### config.mk
export PLATFORM = sky130hd
export DESIGN_NAME = fifo_wr_arbiter
export DESIGN_NICKNAME = d
export VERILOG_FILES = /design/src/rtl/fifo_wr_arbiter.sv
export SDC_FILE = /design/constraint.sdc
export NUM_CORES = 1
export LEC_CHECK = 0
export CELL_PAD_IN_SITES_DETAIL_PLACEMENT = 1
export CELL_PAD_IN_SITES_GLOBAL_PLACEMENT = 1
export CORE_ASPECT_RATIO = 0.6
export CORE_MARGIN = 1
export CORE_UTILIZATION = 34
export DETAILED_ROUTE_END_ITERATION = 12
export PLACE_DENSITY_LB_ADDON = 0.1
export SYNTH_ARGS = -nofsm -noshare
export SYNTH_HDL_FRONTEND = slang
export SYNTH_SLANG_ARGS = --single-unit
### constraint.sdc
create_clock -name clk -period 3.8 [get_ports clk]
set_input_delay 0.57 -clock clk [delete_from_list [all_inputs] [get_ports clk]]
set_output_delay 0.57 -clock clk [all_outputs]
set_load 0.02 [all_outputs]
### src/rtl/fifo_wr_arbiter.sv
// ============================================================================
//  Module      : fifo_wr_arbiter
//  Description : Round-robin write arbiter with burst lock in front of a FIFO.
//  Revision    : 1.0 - initial release
// ============================================================================
`default_nettype none

module fifo_wr_arbiter #(
   parameter  int NREQ      = 4,
   parameter  int DW        = 8,
   parameter  int CW        = 4,
   parameter  int DEPTH     = 8,
   parameter  int BURST_MAX = 4,
   localparam int OW        = $clog2(NREQ)
) (
   input  logic               clk,
   input  logic               rst,
   input  logic [NREQ-1:0]    i_req,
   input  logic [NREQ*DW-1:0] i_wdata,
   output logic [NREQ-1:0]    o_gnt,
   output logic [DW-1:0]      o_fifo_in,
   output logic               o_fifo_wr_en,
   input  logic [CW-1:0]      i_fifo_counter,
   output logic [OW-1:0]      o_owner,
   output logic               o_stall
);

   localparam int BW = $clog2(BURST_MAX + 1);

   typedef enum logic [1:0] {
      S_IDLE  = 2'd0,
      S_GRANT = 2'd1,
      S_STALL = 2'd2
   } state_t;

   state_t          r_state;
   logic [NREQ-1:0] r_gnt;
   logic [DW-1:0]   r_fifo_in;
   logic [OW-1:0]   r_owner;
   logic [BW-1:0]   r_burst;

   logic [NREQ-1:0] w_ereq;
   logic [CW:0]     w_occ;
   logic            w_room;
   logic            w_wr_en;
   logic            w_sticky;
   logic            w_found;
   logic [OW-1:0]   w_win;
   logic [BW-1:0]   w_burst_nxt;

   assign w_wr_en = (r_state == S_GRANT);
   assign w_ereq  = i_req & ~r_gnt;

   // Occupancy includes the write still in flight; a same-cycle pop is ignored.
   assign w_occ  = {1'b0, i_fifo_counter} + (CW+1)'(w_wr_en);
   assign w_room = (w_occ < (CW+1)'(DEPTH));

   // burst_cnt==0 means no burst is in progress, so the reset owner has no claim.
   assign w_sticky = (r_burst != '0) && (int'(r_burst) < BURST_MAX) && w_ereq[r_owner];

   always_comb begin
      w_win   = r_owner;
      w_found = 1'b0;
      for (int k = 1; k <= NREQ; k++) begin
         if (!w_found && w_ereq[(int'(r_owner) + k) % NREQ]) begin
            w_found = 1'b1;
            w_win   = OW'((int'(r_owner) + k) % NREQ);
         end
      end
      if (w_sticky) begin
         w_win = r_owner;
      end
   end

   always_comb begin
      w_burst_nxt = BW'(1);
      if (w_win == r_owner) begin
         w_burst_nxt = (int'(r_burst) < BURST_MAX) ? r_burst + BW'(1) : r_burst;
      end
   end

   always_ff @(posedge clk) begin
      if (!rst) begin
         r_state   <= S_IDLE;
         r_gnt     <= '0;
         r_fifo_in <= '0;
         r_owner   <= OW'(NREQ - 1);
         r_burst   <= '0;
      end else begin
         r_gnt     <= '0;
         r_fifo_in <= '0;
         case (r_state)
            S_IDLE, S_GRANT, S_STALL: begin
               if (w_ereq == '0) begin
                  r_state <= S_IDLE;
               end else if (w_room) begin
                  r_state   <= S_GRANT;
                  r_gnt     <= NREQ'(1) << w_win;
                  r_fifo_in <= i_wdata[w_win*DW +: DW];
                  r_owner   <= w_win;
                  r_burst   <= w_burst_nxt;
               end else begin
                  r_state <= S_STALL;
               end
            end
            default: r_state <= S_IDLE;
         endcase
      end
   end

   assign o_gnt        = r_gnt;
   assign o_fifo_in    = r_fifo_in;
   assign o_fifo_wr_en = w_wr_en;
   assign o_owner      = r_owner;
   assign o_stall      = (r_state == S_STALL);

endmodule

`default_nettype wire

==> Word-level counts from Yosys, hierarchy flattened <==
Index checks and enable logic that the tools add are counted.
{ "op_classes": {"bitwise_logic": 10, "magnitude_cmp": 7, "reduce_logical": 20, "n_addsub": 6, "muxes": 25, "shift": 2, "n_eq_ne": 4} }
{ "op_table": {"columns": ["cell", "count"], "rows": [
  ["32-bit by 6-bit indexed part select with 8-bit output", 1],
  ["3-bit by 4-bit < comparator with 1-bit output (second input constant)", 4],
  ["1-bit two-way mux", 12],
  ["2-bit two-way mux", 6],
  ["1-bit binary-select mux with 2-bit select", 5],
  ["2-bit OR reduction", 4],
  ["3-bit two-way mux", 2],
  ["3-bit OR reduction", 2],
  ["4-bit by 1-bit adder with 5-bit output", 1],
  ["1-bit logical AND", 5],
  ["5-bit by 4-bit < comparator with 1-bit output (second input constant)", 1],
  ["2-bit by 1-bit adder with 2-bit output (second input constant)", 2],
  ["2-bit adder (second input constant)", 2],
  ["1-bit bitwise AND (first input constant)", 4],
  ["4-bit bitwise AND", 1],
  ["4-bit zero test", 1],
  ["1-bit NOT", 4],
  ["4-bit NOT", 1],
  ["4-bit AND reduction", 1],
  ["4-bit OR reduction", 1],
  ["1-bit by 2-bit left shift with 4-bit output (first input constant)", 1],
  ["3-bit by 1-bit adder with 3-bit output (second input constant)", 1],
  ["1-bit zero test", 3],
  ["2-bit by 3-bit < comparator with 1-bit output (second input constant)", 1],
  ["8 further kinds", 8]
]} }
{ "totals": {"wordCells": 79, "output_inout_bits": 16, "ff_bits": 19, "inputBits": 42} }

==> Logic depth before layout (Yosys ltp) <==
{ "depth": {"depth_word": 20, "ltp_mapped": 12, "ltp_nobuf": 10} }

==> Least setup slack after synthesis <==
OpenSTA, ideal clock, no wires.
{ "synth_path": {"path_kind": "in2reg", "from": "input i_req[0]", "to": "register r_fifo_in[0], in the netlist o_fifo_in[0]", "required_time_ns": 3.683, "cell_stages": 11, "path_slack_ns": 1.549, "t_arrival_ns": 2.134, "path_buffers": 3, "setup_time_ns": 0.117, "cell_sequence": "nand2b_4 buf_6 a31oi_4 o221ai_2 a311oi_1 o21ai_1 buf_6 buf_8 a32oi_1 o21ai_1 a22o_1"} }
{ "synth_between": {"elab_chain_len": 16, "word_cells_on_any_way": 33, "classes_between": "shift (1); mux (22); bitwise (1); reduce/logical (9)"} }
{ "synth_rtl": {"columns": ["element", "line", "source"], "rows": [
  ["start, declared", "18", "input logic [NREQ-1:0] i_req,"],
  ["4-bit bitwise AND (*)", "52", "assign w_ereq = i_req & ~r_gnt;"],
  ["1-bit binary-select mux with 2-bit select", "65", "if (!w_found && w_ereq[(int'(r_owner) + k) % NREQ]) begin"],
  ["1-bit two-way mux (implied by the code) (2 in series)", "65", null],
  ["1-bit two-way mux", "65", null],
  ["1-bit zero test", "65", null],
  ["1-bit logical AND", "65", null],
  ["1-bit two-way mux", "65", null],
  ["1-bit zero test", "65", null],
  ["1-bit logical AND", "65", null],
  ["1-bit two-way mux", "65", null],
  ["1-bit zero test", "65", null],
  ["1-bit logical AND", "65", null],
  ["2-bit two-way mux", "65", null],
  ["2-bit two-way mux", "70", "if (w_sticky) begin"],
  ["32-bit by 6-bit indexed part select with 8-bit output", "99", "r_fifo_in <= i_wdata[w_win*DW +: DW];"],
  ["end signal, assigned", "99", null],
  ["end, declared", "38", "logic [DW-1:0] r_fifo_in;"]
]} }
Every way passes the cells marked *; elsewhere a longest branch is shown, timed or not. The select of a mux whose other input is x is not followed.
A chain may end at the register's enable or synchronous reset.

==> Worst setup path in the final report <==
{ "layout_path": {"from": "input i_req[1]", "to": "register r_fifo_in[0], in the netlist o_fifo_in[0]"} }
Same word-level chain as after synthesis.

==> results.toml <==
[status]
status = "complete, no violations"

[routing]
post-route-drc-count = 0
wl_per_cell_um = 16.9
via_per_inst = 5.62
drtIter0Drc = 56
detail_route.first_pass.iterations = 4
wl_mm = 4.72
vias = 1569
ant_nets = 0

[die]
die_h_um = 53.4
boundaryPins = 58
num_rows = 18
core_sq_um = 4170
die_area_sq_um = 4680
initial_core_util = 0.359
die_w_um = 87.6

[worst_setup_path]
crit_arrival_ns = 3.19
path_max_fanout = 36
start_kind = "input pin"
worstSetupPathType = "in -> reg"
crit_path_end_kind = "register"
critPathRequiredTime_ns = 3.95

[sta]
fin_setup_tns_ns = 0
fin_crit_ns = 3.04
setup_viol = 0
drv_slew = 0
slew_headroom = 0.258
clock_skew_ns = 0.00567
hold_viol_final = 0
tightestPinTransition_ns = 1.11
fin_crit_sh = 0.800
rsz0062_at_grt = "no"
clock.fmax_mhz = 329

[power]
p_comb_frac = 0.569
power.density_nw_per_um2 = 445
switching_share = 0.420
ir_drop_uv = 151
clkPwrFrac = 0.157
seqPwrFrac = 0.274
p_leak_nw = 0.797
p_sw_uw = 386
p_int_uw = 533

[grt]
grt_usage = 0.212
grt_pass1_wl_mm = 7.42
grt_pass1_vias = 1479
grt.overflow.total = 0
grt_max_degree = 38
antenna_found_initial = 0

[synth]
synth_area_sq_um = 1500
synth_top_area_frac = 0.254
synth-edff-count = 0
ys_seq_elements = 19
synth.distinct_cells = 44
ys_async_sr_fraction = 0
synth_area_per_cell_sq_um = 8.69
mappedNetlistNets = 216
synth_flop_cell = "dfxtp_1"
synth_top_cell_by_area = "dfxtp_1"
synth_area_leaders = "dfxtp_1 (25%), mux2i_1 (11%), a32oi_1 (9.4%)"
synth-seq-area-share = 0.254
synth_warnings = 0
synthCells = 172

[placement]
gp_congestion = 0.755
place_inst = 275
port_buffers = 57
dp_hpwl_mm = 3.60

[cells_and_area]
syn_to_final_growth_pct = 38.1
final_nets = 264
fin_cells = 279
layout-drive-gt1-share = 0.0502
antennaDiodeCount = 0

[clock_tree]
htreeDepth = 1
clkTransAtPathRegs_ns = 0.07
numCtsBuffers = 3
hold_buffers = 0
clockRootBuffer = "clkbuf_8"
cts_resized = 0
cts_tree = "done"
clk_latency_ns = 0.26
cts_setup_buffers = 0
cts.sinks = 19
cts_buffer_depth = 2

[hold_path]
hold_class = "reg -> reg"

[run]
drv_cap = 0
[critical path, stage by stage]
cell and delay (ns):
clkdlybuf4s50_1 0.52, nor2b_1 0.34, or3_1 0.17, a21oi_1 0.07, a311oi_1 0.42, o21ai_4 0.41
a32oi_1 0.33, o21ai_1 0.10, a22o_1 0.25
[area by class of cell]
cell class / instances / area, sq um
Clock inverter: 1 / 5.00
Sequential cell: 19 / 380
Clock buffer: 3 / 41.3
Multi-Input combinational cell: 132 / 962
Fill cell: 488 / 2100
Timing Repair Buffer: 58 / 578
Tap cell: 60 / 75.1
Inverter: 6 / 22.5
[power by group through the flow]
stage	sequential [mW]	combinational [mW]	clock (mW)
after floorplan	0.271	0.390	0
after global placement	0.255	0.492	0
after detailed placement	0.256	0.522	0
after CTS	0.252	0.524	0.145
after global routing	0.256	0.571	0.156
final	0.252	0.523	0.144
[cell usage in the layout (no fill, tap or decap), types with 2 or more instances in the layout]
| cell | instances |
|---|---|
| a21oi_1 | 7 |
| a22o_1 | 8 |
| clkdlybuf4s50_1 | 57 |
| o21ai_1 | 14 |
| nor2b_1 | 5 |
| clkbuf_8 | 3 |
| dfxtp_1 | 19 |
| o21ai_0 | 6 |
| nor3_1 | 3 |
| nand2b_4 | 2 |
| inv_1 | 6 |
| o211ai_1 | 2 |
| ha_1 | 2 |
| mux2i_1 | 17 |
| o2111ai_1 | 2 |
| nor3b_1 | 2 |
| nor2_1 | 5 |
| and3_1 | 4 |
| a32oi_1 | 16 |
| nand3_1 | 6 |
| or3_1 | 2 |
| nand2_1 | 10 |
[synth_stat cells, types with 2 or more instances]
master	count
buf_2	4
mux2i_1	17
nand2b_4	2
o2111ai_1	2
inv_1	6
o211ai_1	2
a32oi_1	16
buf_6	5
a22o_1	8
nor3_1	3
buf_4	3
o21ai_1	15
nand2_1	10
dfxtp_1	19
and3_1	4
o21ai_0	6
nand3_1	6
nor2_1	5
or3_1	2
nor3b_1	2
ha_1	2
a21oi_1	7
nor2b_1	5
[worst paths after layout]
kind	startpoint	end	slack, ns	cells after the start
worst max-delay path	i_req[1]	o_fifo_in[0]	0.76	9
worst min register to register	r_burst[0]	r_burst[0]	0.57	2
worst min-delay path	r_burst[0]	r_burst[0]	0.57	2
worst max register to register	o_owner[0]	o_fifo_in[0]	0.97	8
[cells by family (layout without fill, tap and decap cells)]
logic type / Yosys count / after routing / synth area share
mux: 17 / 17 / 0.114
buf+inv: 21 / 68 / 0.110
fa+ha+maj: 2 / 2 / 0.0167
simple gates: 44 / 44 / 0.166
flops: 19 / 19 / 0.254
compound gates: 67 / 67 / 0.328
xor+xnor: 2 / 2 / 0.0117
[metal layers]
metal	routed length, um	GRT usage	part of all wire	up-vias
li1	-	-	-	760
met1	2450	0.309	0.52	752
met2	1990	0.322	0.42	53
met3	262	0.0437	0.056	4
met4	13	0.0301	0.0028	0
met5	0	0	0	-
[state kept, by name, indices dropped and copies added (netlist names)]
signal / count
o_fifo_in: 8
o_gnt: 4
r_burst: 3
o_owner: 2
r_state: 2
[through the flow]
stage                     setup slack, ns   util  hold slack, ns  area, sq um  power (mW)
final                               0.760  0.495           0.567         2060       0.918
after global routing                0.501  0.495           0.602         2060       0.983
after CTS                           0.775  0.495           0.568         2060       0.921
after detailed placement            0.499  0.484           0.551         2020       0.778
after global placement              0.647  0.484           0.526         2020       0.747
after floorplan                      1.55      -           0.518         1500       0.661
No activity file was read; power rests on OpenSTA's default activity.
